--- src/rtl/pt_tx_sched.sv ---
// pt_tx_sched: FIFO-buffered scheduler that owns the PT2262 encoder's reset and ad lines.
// The optional abort/flush input is enabled by defining PT_SCHED_ABORT_EN.
module pt_tx_sched #(
  parameter int REPEAT = 4,
  parameter int DEPTH  = 4,
  parameter int GAP    = 0
) (
  input  logic                   clk,
  input  logic                   rst,
  input  logic                   in_valid,
  input  logic [23:0]            in_data,
  output logic                   in_ready,
  input  logic                   enc_done,
  output logic                   enc_rst,
  output logic [23:0]            enc_ad,
  input  logic                   abort,
  output logic                   busy,
  output logic [3:0]             rep,
  output logic [$clog2(DEPTH):0] level,
  output logic                   ovf
);

  localparam int AW = $clog2(DEPTH);
  localparam int LW = AW + 1;
  localparam logic [3:0]  LAST_REP = 4'(REPEAT - 1);
  localparam logic [11:0] GAP_LAST = 12'(GAP - 1);

  typedef enum logic [1:0] {S_IDLE, S_ARM, S_RUN, S_GAP} state_t;

  state_t        state;
  logic [23:0]   mem [DEPTH];
  logic [AW-1:0] wr_ptr, rd_ptr;
  logic [LW-1:0] count;
  logic [11:0]   gap_cnt;
  logic          flush, push, pop, last_rep, pending;

`ifdef PT_SCHED_ABORT_EN
  assign flush = abort;
`else
  logic unused_abort;
  assign flush        = 1'b0;
  assign unused_abort = abort;
`endif

  assign in_ready = (count != LW'(DEPTH));
  assign push     = in_valid && in_ready && !flush;
  assign last_rep = (rep == LAST_REP);
  assign pop      = (state == S_RUN) && enc_done && last_rep && !flush;
  assign pending  = (rep != '0) || (count != '0);
  assign busy     = (state != S_IDLE);
  assign level    = count;

  // In RUN the encoder's own done gates its reset, blocking its auto-restart.
  always_comb begin
    enc_rst = 1'b1;
    case (state)
      S_ARM:   enc_rst = 1'b0;
      S_RUN:   enc_rst = enc_done;
      default: enc_rst = 1'b1;
    endcase
    if (flush) enc_rst = 1'b1;
  end

  always_ff @(posedge clk) begin
    if (push) mem[wr_ptr] <= in_data;
  end

  always_ff @(posedge clk) begin
    if (rst) begin
      state   <= S_IDLE;
      rep     <= '0;
      gap_cnt <= '0;
      wr_ptr  <= '0;
      rd_ptr  <= '0;
      count   <= '0;
      enc_ad  <= '0;
      ovf     <= 1'b0;
    end else begin
      if (in_valid && !in_ready) ovf <= 1'b1;
      if (flush) begin
        state   <= S_IDLE;
        rep     <= '0;
        gap_cnt <= '0;
        wr_ptr  <= '0;
        rd_ptr  <= '0;
        count   <= '0;
      end else begin
        if (push) wr_ptr <= wr_ptr + AW'(1);
        if (pop)  rd_ptr <= rd_ptr + AW'(1);
        count <= count + LW'(push) - LW'(pop);
        case (state)
          S_IDLE: begin
            if (count != '0) begin
              state  <= S_ARM;
              enc_ad <= mem[rd_ptr];
            end
          end
          S_ARM: state <= S_RUN;
          S_RUN: begin
            if (enc_done) begin
              gap_cnt <= '0;
              if (!last_rep) begin
                rep <= rep + 4'(1);
                if (GAP == 0) begin
                  state  <= S_ARM;
                  enc_ad <= mem[rd_ptr];
                end else begin
                  state <= S_GAP;
                end
              end else begin
                rep <= '0;
                // Level after the pop excludes a same-cycle push; that word is picked up from IDLE.
                if (GAP != 0) begin
                  state <= S_GAP;
                end else if (count > LW'(1)) begin
                  state  <= S_ARM;
                  enc_ad <= mem[rd_ptr + AW'(1)];
                end else begin
                  state <= S_IDLE;
                end
              end
            end
          end
          S_GAP: begin
            if (gap_cnt == GAP_LAST) begin
              if (pending) begin
                state  <= S_ARM;
                enc_ad <= mem[rd_ptr];
              end else begin
                state <= S_IDLE;
              end
            end else begin
              gap_cnt <= gap_cnt + 12'(1);
            end
          end
          default: state <= S_IDLE;
        endcase
      end
    end
  end

endmodule

--- config.mk ---
export PLATFORM = sky130hd
export DESIGN_NAME = pt_tx_sched
export DESIGN_NICKNAME = d
export VERILOG_FILES = /design/src/rtl/pt_tx_sched.sv
export SDC_FILE = /design/constraint.sdc
export NUM_CORES = 1
export LEC_CHECK = 0
export BUFFER_PORTS_ARGS = -buffer_cell sky130_fd_sc_hd__buf_2
export CAP_MARGIN = 15
export CORE_ASPECT_RATIO = 1.2
export CORE_UTILIZATION = 45
export DETAILED_ROUTE_END_ITERATION = 8
export GPL_TIMING_DRIVEN = 0
export HOLD_SLACK_MARGIN = 0.03
export PLACE_DENSITY = 0.62
export SYNTH_ARGS = -nofsm -noshare
export SYNTH_HDL_FRONTEND = slang
export SYNTH_SLANG_ARGS = --single-unit
--- constraint.sdc ---
create_clock -name clk -period 3.1 [get_ports clk]
set_input_delay 0.155 -clock clk [delete_from_list [all_inputs] [get_ports clk]]
set_output_delay 0.155 -clock clk [all_outputs]
set_load 0.02 [all_outputs]
==> results.py, run 1 <==
metrics = {
    "critical_path": {
        "r2r_end": "level[2]",
        "rr_worst_depth": 9,
        "path_max_fanout": 10,
        "cp_data_arrival_time_ns": 2.91,
        "slowest_stage": "dfxtp_1",
        "critPathLaunchType": "flip-flop",
        "worst_ep_required_time_ns": 3.38,
        "critPathKind": "reg -> reg",
        "crit_start": "rep[0]",
        "crit_path_max_incr_delay_ns": 0.42,
        "rr_startpoint": "rep[0]",
        "cp-end-kind": "flip-flop",
        "critical_path.cell_chain": "ha_1 -> clkbuf_1 -> nand3_1 -> xnor2_1 -> ha_1 -> inv_1 -> fa_1 -> xnor2_1 -> nor2_1",
        "reg2reg_slack_ns": 0.47,
    },
    "die": {
        "die_h_um": 139,
        "std_cell_rows": 49,
        "dieArea_sq_um": 16300,
        "io_pins": 64,
        "core_sq_um": 15200,
        "initial_core_util": 0.466,
        "die_w_um": 117,
    },
    "yosys": {
        "yosys_warnings": 0,
        "synth_cell_type_count": 48,
        "syn_area_sq_um": 7090,
        "syn_avg_cell_area_sq_um": 14.3,
        "ys_seq_elements": 148,
        "ys.flop_type": "edfxtp_1",
        "yosys-top-cells-area": "edfxtp_1 (41%), mux4_2 (15%), dfxtp_1 (15%)",
        "synthCells": 495,
        "yosysSeqAreaShare": 0.554,
        "synth_edf_count": 96,
        "synth_top_area_share": 0.407,
        "syn-num-nets": 535,
        "synth_async_sr_flop_share": 0,
        "yosysTopAreaCell": "edfxtp_1",
    },
    "drt": {
        "via_count": 4583,
        "routedWlPerCell_um": 19.4,
        "wirelength_um": 15900,
        "ant_nets": 0,
        "drc": 0,
        "routed_via_density": 5.61,
        "first_pass_iters": 4,
        "drtIter0Drc": 246,
    },
    "global_routing": {
        "grt_overflow": 0,
        "grt_pass1_wl_um": 25200,
        "grt_pass1_vias": 4764,
        "grt_max_degree": 25,
        "antenna_found_initial": 0,
        "grt_usage": 0.211,
    },
    "placement": {
        "dp_hpwl_um": 10300,
        "dp.cells": 760,
        "io_buffers": 61,
        "gp_congestion": 0.780,
        "post_dp_cell_area_sq_um": 7650,
    },
    "cts": {
        "cts_tree": "built",
        "htreeDepth": 4,
        "clk_latency_ns": 0.42,
        "numCtsBuffers": 17,
        "cts_root_buf": "clkbuf_16",
        "ctsLongestPathBuffers": 2,
        "path_clk_slew_ns": 0.06,
        "ctsResizeCount": 0,
        "numClockSinks": 148,
    },
    "timing": {
        "drv_slew": 0,
        "worstMarginPinSlew_ns": 0.752,
        "skew_ns": 0.00715,
        "finalSetupTns_ns": 0,
        "min_period_over_period": 0.848,
        "holdWs_ns": 0.114,
        "final_hold_viol_count": 0,
        "maxSlewHeadroom": 0.499,
        "fin_crit_ns": 2.63,
        "rsz0062_at_grt": "no",
        "max_freq_mhz": 381,
        "finalSetupViolCount": 0,
    },
    "cells_and_area": {
        "fillerInstances": 1324,
        "multi_input_area_sq_um": 2940,
        "fin_nets": 640,
        "regArea_sq_um": 3920,
        "drive_gt1_frac": 0.271,
        "syn2layout_area_growth_pct": 19.9,
        "final_area_sq_um": 8500,
        "n_antenna_cell": 0,
        "fin_cells": 817,
    },
    "power": {
        "power_density_nw_per_um2": 710,
        "ir_drop_uv": 428,
        "leakagePower_uw": 0.00316,
    },
    "run": {
        "max-cap-violations": 0,
    },
    "hold_path": {
        "hold_path.startpoint": "enc_done",
        "min_to": "state[1]",
        "hp-class": "in -> reg",
        "hold_depth": 3,
    },
    "run_status": {
        "status": "complete, no violations",
    },
}
## state kept, by name, indices dropped and copies added, names as in the netlist, named ones only
| signal | count |
|---|---|
| rd_ptr | 2 |
| state | 2 |
| wr_ptr | 2 |
| rep | 4 |
| mem | 96 |
| ovf | 1 |
| level | 3 |
| enc_ad | 24 |
| gap_cnt | 12 |
## final cells by class
type                    instances  area share
plain buffers                  36      0.0212
clock buffers                  20      0.0514
clock inverters                12      0.0186
inverters                      12     0.00530
multi-input cells             299       0.346
flip-flops and latches        148       0.462
well taps                     204      0.0300
repair buffers                 86      0.0654
## synth_stat cells, types with 2 or more instances
cell type  number
or4_1           5
nand2b_1       25
buf_4           5
or3_1           6
nand4_1         4
clkbuf_1       20
o31ai_1         3
and3_1         26
nor2b_1         2
mux2i_1        29
o211ai_1        4
buf_2           9
o21bai_1       25
nand3_1         8
a21boi_0       25
edfxtp_1       96
xor2_1          3
a211oi_1        3
ha_1           10
and2_1          5
mux4_2         48
nor2_1         12
a21oi_1        13
dfxtp_1        52
xnor2_1         4
nand2_1        12
buf_6           2
nor3b_1         2
inv_1          12
nor3_1          5
o21ai_0         3
## critical path: cells and delay by family, from the launching register on
kind	cells	cell delay [ns]
xor+xnor	2	0.39
simple gates	2	0.33
fa+ha+maj	3	0.91
buf+inv	2	0.45
flops	1	0.42
## where the power goes
group / leakage, uW / internal (uW) / total (uW) / switching [uW]
Sequential: 0.00130 / 2400 / 2570 / 164
Clock: 0.000281 / 1270 / 2080 / 809
Combinational: 0.00157 / 565 / 1390 / 822
Total: 0.00316 / 4240 / 6030 / 1800
## stage by stage
stage | total power, uW | worst slack [ns] | util
6_report | 6030 | 0.472 | 0.559
5_1_grt | 6300 | 0.280 | 0.559
4_1_cts | 6090 | 0.440 | 0.559
3_5_place_dp | 3990 | 0.458 | 0.503
3_3_place_gp | 3950 | 0.477 | 0.503
2_1_floorplan | 3520 | 0.862 | -
## cells by family after synthesis
logic type / count (synthesis) / synth area share
multiplexers: 77 / 0.194
AO/OA/AOI/OAI: 83 / 0.0874
buffers and inverters: 48 / 0.0318
adder cells (fa/ha/maj): 11 / 0.0205
XOR/XNOR: 7 / 0.00865
flip-flops: 148 / 0.554
AND/OR/NAND/NOR: 121 / 0.105
## layout by cell type, fill, tap and decap left out, types with 4 or more instances in the layout
cell / instances
mux4_2: 48
dlygate4sd3_1: 25
a21boi_0: 25
nor2_1: 12
nand2_1: 12
or3_1: 6
buf_4: 5
buf_2: 70
clkbuf_1: 23
or4_1: 5
clkbuf_16: 17
xnor2_1: 4
a21oi_1: 13
ha_1: 10
mux2i_1: 29
dfxtp_1: 52
nand2b_1: 25
nand4_1: 4
and3_1: 26
inv_1: 12
o21bai_1: 25
o211ai_1: 4
edfxtp_1: 96
nand3_1: 8
nor3_1: 5
and2_2: 5
## routing by layer
metal,vias to the layer above,share of wire,global-route usage
li1,2124,-,-
met1,2321,0.41,0.257
met2,118,0.53,0.362
met3,20,0.050,0.0492
met4,0,0.016,0.0766
met5,-,0,0
## worst max-delay path by stage
| stage | depth (start not counted) | endpoint | slack [ns] |
|---|---|---|---|
| finish | 9 | level[2] | 0.47 |
| CTS | 9 | level[2] | 0.44 |
| detailed placement | 9 | level[2] | 0.46 |
| global route | 9 | level[2] | 0.28 |
| floorplan | 9 | level[2] | 0.86 |
| global placement | 4 | mem[1][15] | 0.48 |
## repair_timing
item	in CTS	in global routing
hold buffers	25	0
hold endpoints to repair	97	0
setup buffers	0	0
No activity file was read; power rests on OpenSTA's default activity.
==> run 2: changes to the inputs <==
- PLACE_DENSITY: 0.62 -> 0.65
- clock period: 3.1 -> 2.2 ns (I/O delays scaled with it)
==> run 2 against run 1 <==
Against the previous run:
- worst setup slack worse by 0.32 ns
- largest power group unchanged
- sequential power increased by 40%
- clock power grew 37%
- utilization is 0.60 points higher
- sequential cell count did not move
- count of clock-buffer cells in the layout down 2
- fmax rose by 28%
- critical path depth did not move
- non-clock buffer count is 2 higher
- cell count up 0.24%
- first-iteration DRC count decreased by 7.7%
==> results.py, run 2 (synthesized netlist as in run 1, its figures left out) <==
metrics = {
    "run_status": {
        "status": "complete, no violations",
    },
    "timing": {
        "finalSetupViolCount": 0,
        "min_period_over_period": 0.931,
        "skew_ns": 0.0126,
        "maxSlewHeadroom": 0.509,
        "finalSetupTns_ns": 0,
        "max_freq_mhz": 488,
        "worstMarginPinSlew_ns": 0.737,
        "setup_ws_ns": 0.152,
        "final_hold_viol_count": 0,
        "fin_crit_ns": 2.05,
        "drv_slew": 0,
        "rsz0062_at_grt": "no",
    },
    "power": {
        "finalPower_uw": 8490,
        "clockPowerShare": 0.335,
        "p_comb_frac": 0.239,
        "power_density_nw_per_um2": 989,
        "seq_power_share": 0.425,
        "swShare": 0.304,
        "leakagePower_uw": 0.00320,
        "p_int_uw": 5910,
        "ir_drop_uv": 582,
        "switching_power_uw": 2580,
    },
    "drt": {
        "drtIter0Drc": 227,
        "routedWlPerCell_um": 19.3,
        "routed_via_density": 5.55,
        "ant_nets": 0,
        "via_count": 4547,
        "drc": 0,
        "wirelength_um": 15800,
        "first_pass_iters": 4,
    },
    "cells_and_area": {
        "largest_reg_flops": 96,
        "final_area_sq_um": 8590,
        "fillerInstances": 1270,
        "regMostFlops": "mem",
        "n_antenna_cell": 0,
        "drive_gt1_frac": 0.289,
        "fin_nets": 642,
        "final_common_cell": "edfxtp_1",
        "syn2layout_area_growth_pct": 21.2,
        "top_regs": "mem x96, enc_ad x24, gap_cnt x12",
        "final_cell_mix": "edfxtp_1 (96), buf_2 (70), dfxtp_1 (50), mux4_2 (48), mux2i_1 (29)",
    },
    "critical_path": {
        "critPathLaunchType": "flip-flop",
        "path_max_fanout": 8,
        "cp-end-kind": "flip-flop",
        "slowest_stage": "fa_1",
        "critical_path.cell_chain": "buf_2 -> and3b_2 -> nand3_1 -> xnor2_1 -> ha_1 -> inv_1 -> fa_1 -> xnor2_1 -> nor2_1",
        "critPathMostFrequentCell": "xnor2_1",
        "crit_path_max_incr_delay_ns": 0.37,
        "critPathKind": "reg -> reg",
        "worst_ep_required_time_ns": 2.49,
        "cp_data_arrival_time_ns": 2.34,
    },
    "cts": {
        "numClockSinks": 148,
        "htreeDepth": 4,
        "path_clk_slew_ns": 0.06,
        "cts_root_buf": "clkbuf_16",
        "cts_tree": "built",
        "clk_latency_ns": 0.42,
        "ctsLongestPathBuffers": 2,
        "numCtsBuffers": 17,
    },
    "global_routing": {
        "grt_pass1_wl_um": 25200,
        "grt_overflow": 0,
        "grt_pass1_vias": 4863,
        "antenna_found_initial": 0,
        "grt_usage": 0.210,
        "grt_max_degree": 25,
    },
    "placement": {
        "io_buffers": 61,
        "dp_hpwl_um": 10800,
        "post-place-ws_ns": -0.217,
        "gp_congestion": 0.797,
        "post_dp_cell_area_sq_um": 7740,
    },
    "die": {
        "die_h_um": 139,
        "die_w_um": 117,
        "io_pins": 64,
        "core_sq_um": 15200,
        "std_cell_rows": 49,
        "initial_core_util": 0.466,
        "dieArea_sq_um": 16300,
    },
    "hold_path": {
        "hp-class": "in -> reg",
    },
    "run": {
        "max-cap-violations": 0,
    },
}
[run 2: repair_timing]
| action | 4_1_cts | 5_1_grt |
|---|---|---|
| buffers inserted | 0 | 0 |
| pin swaps | 0 | 0 |
| resized for setup | 3 | 9 |
| endpoints found under the setup margin | 43 | 36 |
| hold buffers | 25 | 0 |
| hold endpoints to repair | 97 | 0 |
[run 2: per-stage QoR]
stage	hold slack, ns	cells	utilization
6_report	0.103	819	0.565
5_1_grt	0.110	819	0.565
4_1_cts	0.0749	819	0.564
3_5_place_dp	0.327	763	0.509
3_3_place_gp	0.321	760	0.503
2_1_floorplan	0.209	495	-
[run 2: path summary, 6_finish.rpt]
| check | from | endpoint | slack [ns] | cells after the start |
|---|---|---|---|---|
| setup / recovery | state[1] | level[2] | 0.15 | 9 |
| hold / removal | enc_done | state[1] | 0.10 | 3 |
| setup reg to reg | state[1] | level[2] | 0.15 | 9 |
| hold reg to reg | enc_ad[23] | enc_ad[23] | 0.47 | 2 |
[run 2: critical path, delay by kind of cell (launching register included)]
family,cells,cell delay [ns]
xor+xnor,2,0.36
flops,1,0.30
fa+ha+maj,2,0.53
simple gates,3,0.52
buf+inv,2,0.22
[run 2: power groups by stage]
stage               Sequential, uW  Combinational, uW  Clock, uW
finish                        3610               2030       2850
floorplan                     3860               1110          0
detailed placement            3670               2000          0
global route                  3660               2190       2990
CTS                           3610               2050       2890
global placement              3650               1910          0
[run 2: cell type report]
cell class | count | area, sq um | area share
clock buffer | 18 | 429 | 0.0500
sequential | 148 | 3930 | 0.457
multi-input combinational | 299 | 2960 | 0.345
timing repair buffer | 89 | 638 | 0.0743
inverter | 12 | 45.0 | 0.00524
clock inverter | 14 | 153 | 0.0178
buffer | 35 | 180 | 0.0210
tap | 204 | 255 | 0.0297
[run 2: layer usage]
layer  track usage  vias to the layer above  part of all wire
li1              -                     2139                 -
met1         0.246                     2301              0.41
met2         0.376                       93              0.54
met3        0.0427                       14             0.037
met4        0.0713                        0             0.013
met5             0                        -                 0
==> run 3: changes to the inputs <==
- CELL_PAD_IN_SITES_DETAIL_PLACEMENT: unset -> 1
- CELL_PAD_IN_SITES_GLOBAL_PLACEMENT: unset -> 1
- PLACE_DENSITY: 0.65 -> 0.75
- REMOVE_ABC_BUFFERS: unset -> 1
==> run 3 against run 2 <==
Against the previous run:
- fmax increased by 1.9%
- routed wire length increased by 10%
- worst setup slack improved by 0.039 ns
- largest power group unchanged
- critical path type unchanged
- via count increased by 1.5%
==> results.py, run 3 (synthesized netlist as in run 1, its figures left out) <==
metrics = {
    "drt": {
        "routedWlPerCell_um": 21.7,
        "via_count": 4616,
        "routed_via_density": 5.73,
        "drc": 0,
        "first_pass_iters": 5,
        "wirelength_um": 17400,
        "ant_nets": 0,
        "drtIter0Drc": 233,
    },
    "global_routing": {
        "grt_overflow": 0,
        "grt_pass1_wl_um": 27700,
        "grt_usage": 0.235,
        "met3_usage": 0.0514,
        "use_met2": 0.426,
        "antenna_found_initial": 0,
        "grt-busiest-layer": "met2",
        "grt_max_degree": 73,
        "grt_pass1_vias": 5206,
        "grt_use_met1": 0.255,
    },
    "placement": {
        "gp_congestion": 0.751,
        "io_buffers": 62,
        "dp.cells": 735,
        "post-place-ws_ns": -0.696,
        "dp_hpwl_um": 10600,
        "post_dp_cell_area_sq_um": 7710,
    },
    "die": {
        "initial_core_util": 0.466,
        "core_sq_um": 15200,
        "io_pins": 64,
        "die_h_um": 139,
        "std_cell_rows": 49,
        "die_w_um": 117,
        "dieArea_sq_um": 16300,
    },
    "timing": {
        "worstMarginPinSlew_ns": 0.722,
        "skew_ns": 0.00983,
        "fin_crit_ns": 2.01,
        "final_hold_viol_count": 0,
        "setup_ws_ns": 0.190,
        "rsz0062_at_grt": "no",
        "min_period_over_period": 0.914,
        "finalSetupViolCount": 0,
        "maxSlewHeadroom": 0.519,
        "drv_slew": 0,
        "max_freq_mhz": 498,
        "finalSetupTns_ns": 0,
    },
    "cts": {
        "htreeDepth": 4,
        "numCtsBuffers": 17,
        "clk_latency_ns": 0.43,
        "ctsLongestPathBuffers": 2,
        "path_clk_slew_ns": 0.06,
        "cts_tree": "built",
        "cts_root_buf": "clkbuf_16",
        "numClockSinks": 148,
    },
    "cells_and_area": {
        "final_area_sq_um": 8780,
        "drive_gt1_frac": 0.306,
        "n_antenna_cell": 0,
        "largest_reg_flops": 96,
        "final_cell_mix": "edfxtp_1 (96), buf_2 (62), mux4_2 (48), dfxtp_1 (48), mux2i_1 (29)",
        "fin_cells": 805,
        "regMostFlops": "mem",
        "top_regs": "mem x96, enc_ad x24, gap_cnt x12",
        "syn2layout_area_growth_pct": 23.9,
        "fin_nets": 628,
        "final_common_cell": "edfxtp_1",
    },
    "power": {
        "swShare": 0.290,
        "finalPower_uw": 8930,
        "leakagePower_uw": 0.00327,
        "switching_power_uw": 2590,
        "ir_drop_uv": 551,
        "power_density_nw_per_um2": 1020,
        "seq_power_share": 0.406,
        "p_int_uw": 6340,
        "p_comb_frac": 0.239,
        "clockPowerShare": 0.355,
    },
    "critical_path": {
        "reg2reg_slack_ns": 0.19,
        "critPathLaunchType": "flip-flop",
        "critPathKind": "reg -> reg",
        "worst_ep_required_time_ns": 2.51,
        "rr_worst_depth": 6,
        "critical_path.cell_chain": "ha_1 -> nand3_2 -> o31ai_4 -> o2111ai_4 -> buf_16 -> mux2i_1",
        "crit_family": "compound AO/OA/AOI/OAI gates",
        "path_max_fanout": 13,
        "slowest_stage": "o31ai_4",
        "cp-end-kind": "flip-flop",
        "r2r_end": "enc_ad[0]",
        "cp_num_buf_inv": 1,
        "rr_startpoint": "gap_cnt[0]",
        "cp_data_arrival_time_ns": 2.32,
        "crit_path_max_incr_delay_ns": 0.44,
    },
    "run": {
        "max-cap-violations": 0,
    },
    "hold_path": {
        "hold_depth": 3,
        "hold_path.startpoint": "enc_done",
        "hp-class": "in -> reg",
        "min_to": "state[1]",
    },
    "run_status": {
        "status": "complete, no violations",
    },
}
## run 3: cell types whose count changed in the layout (fill, tap and decap cells not counted), moves of 3 or more
| cell | change |
|---|---|
| buf_12 | +4 |
| buf_16 | +4 |
| buf_2 | -8 |
| buf_4 | +4 |
| bufinv_16 | +3 |
| clkbuf_1 | -15 |
| clkbuf_2 | -3 |
| inv_6 | -3 |
## run 3: metal layers
layer,vias up,share of wire
li1,2114,-
met1,2380,0.39
met2,97,0.56
met3,25,0.035
met4,0,0.017
met5,-,0
## run 3: what timing repair did
action / 4_1_cts / 5_1_grt
pin swaps: 3 / 2
buffers inserted: 4 / 8
endpoints found under the setup margin: 107 / 69
gates resized for setup: 5 / 6
hold endpoints to repair: 97 / 0
hold buffers: 25 / 0
## run 3: stage by stage
stage	util	hold slack, ns
5_1_grt	0.577	0.125
4_1_cts	0.571	0.0738
6_report	0.577	0.0960
2_1_floorplan	-	0.177
3_5_place_dp	0.507	0.330
3_3_place_gp	0.491	0.318
## run 3: how the worst max path moves through the flow
| stage | end | depth (start not counted) | start | slack, ns |
|---|---|---|---|---|
| 5_1_grt | level[2] | 8 | level[1] | 0.03 |
| 4_1_cts | mem[1][14] | 4 | level[1] | 0.0001 |
| 6_report | enc_ad[0] | 6 | gap_cnt[0] | 0.19 |
| 3_3_place_gp | enc_ad[0] | 4 | state[1] | -1.51 |
| 2_1_floorplan | level[2] | 8 | rep[0] | -0.44 |
| 3_5_place_dp | level[2] | 8 | rep[0] | -0.70 |
## run 3: cell type report
class / instances / area [sq um]
Fill cell: 1527 / 6430
Multi-Input combinational cell: 299 / 2970
Tap cell: 204 / 255
Clock buffer: 19 / 433
Clock inverter: 13 / 206
Timing Repair Buffer: 110 / 938
Inverter: 12 / 45.0
Sequential cell: 148 / 3930
## run 3: power groups by stage
| stage | combinational [uW] | sequential (uW) | clock, uW |
|---|---|---|---|
| final | 2140 | 3630 | 3170 |
| after global routing | 2290 | 3670 | 3330 |
| after CTS | 2140 | 3620 | 3220 |
| after detailed placement | 2020 | 3670 | 0 |
| after global placement | 1800 | 3640 | 0 |
| after floorplan | 1010 | 3860 | 0 |
## run 3: tightest hold or removal path: cells and delay by family
kind	cells	cell delay (ns)
AOI/OAI and AO/OA	2	0.22
buffers and inverters	1	0.13
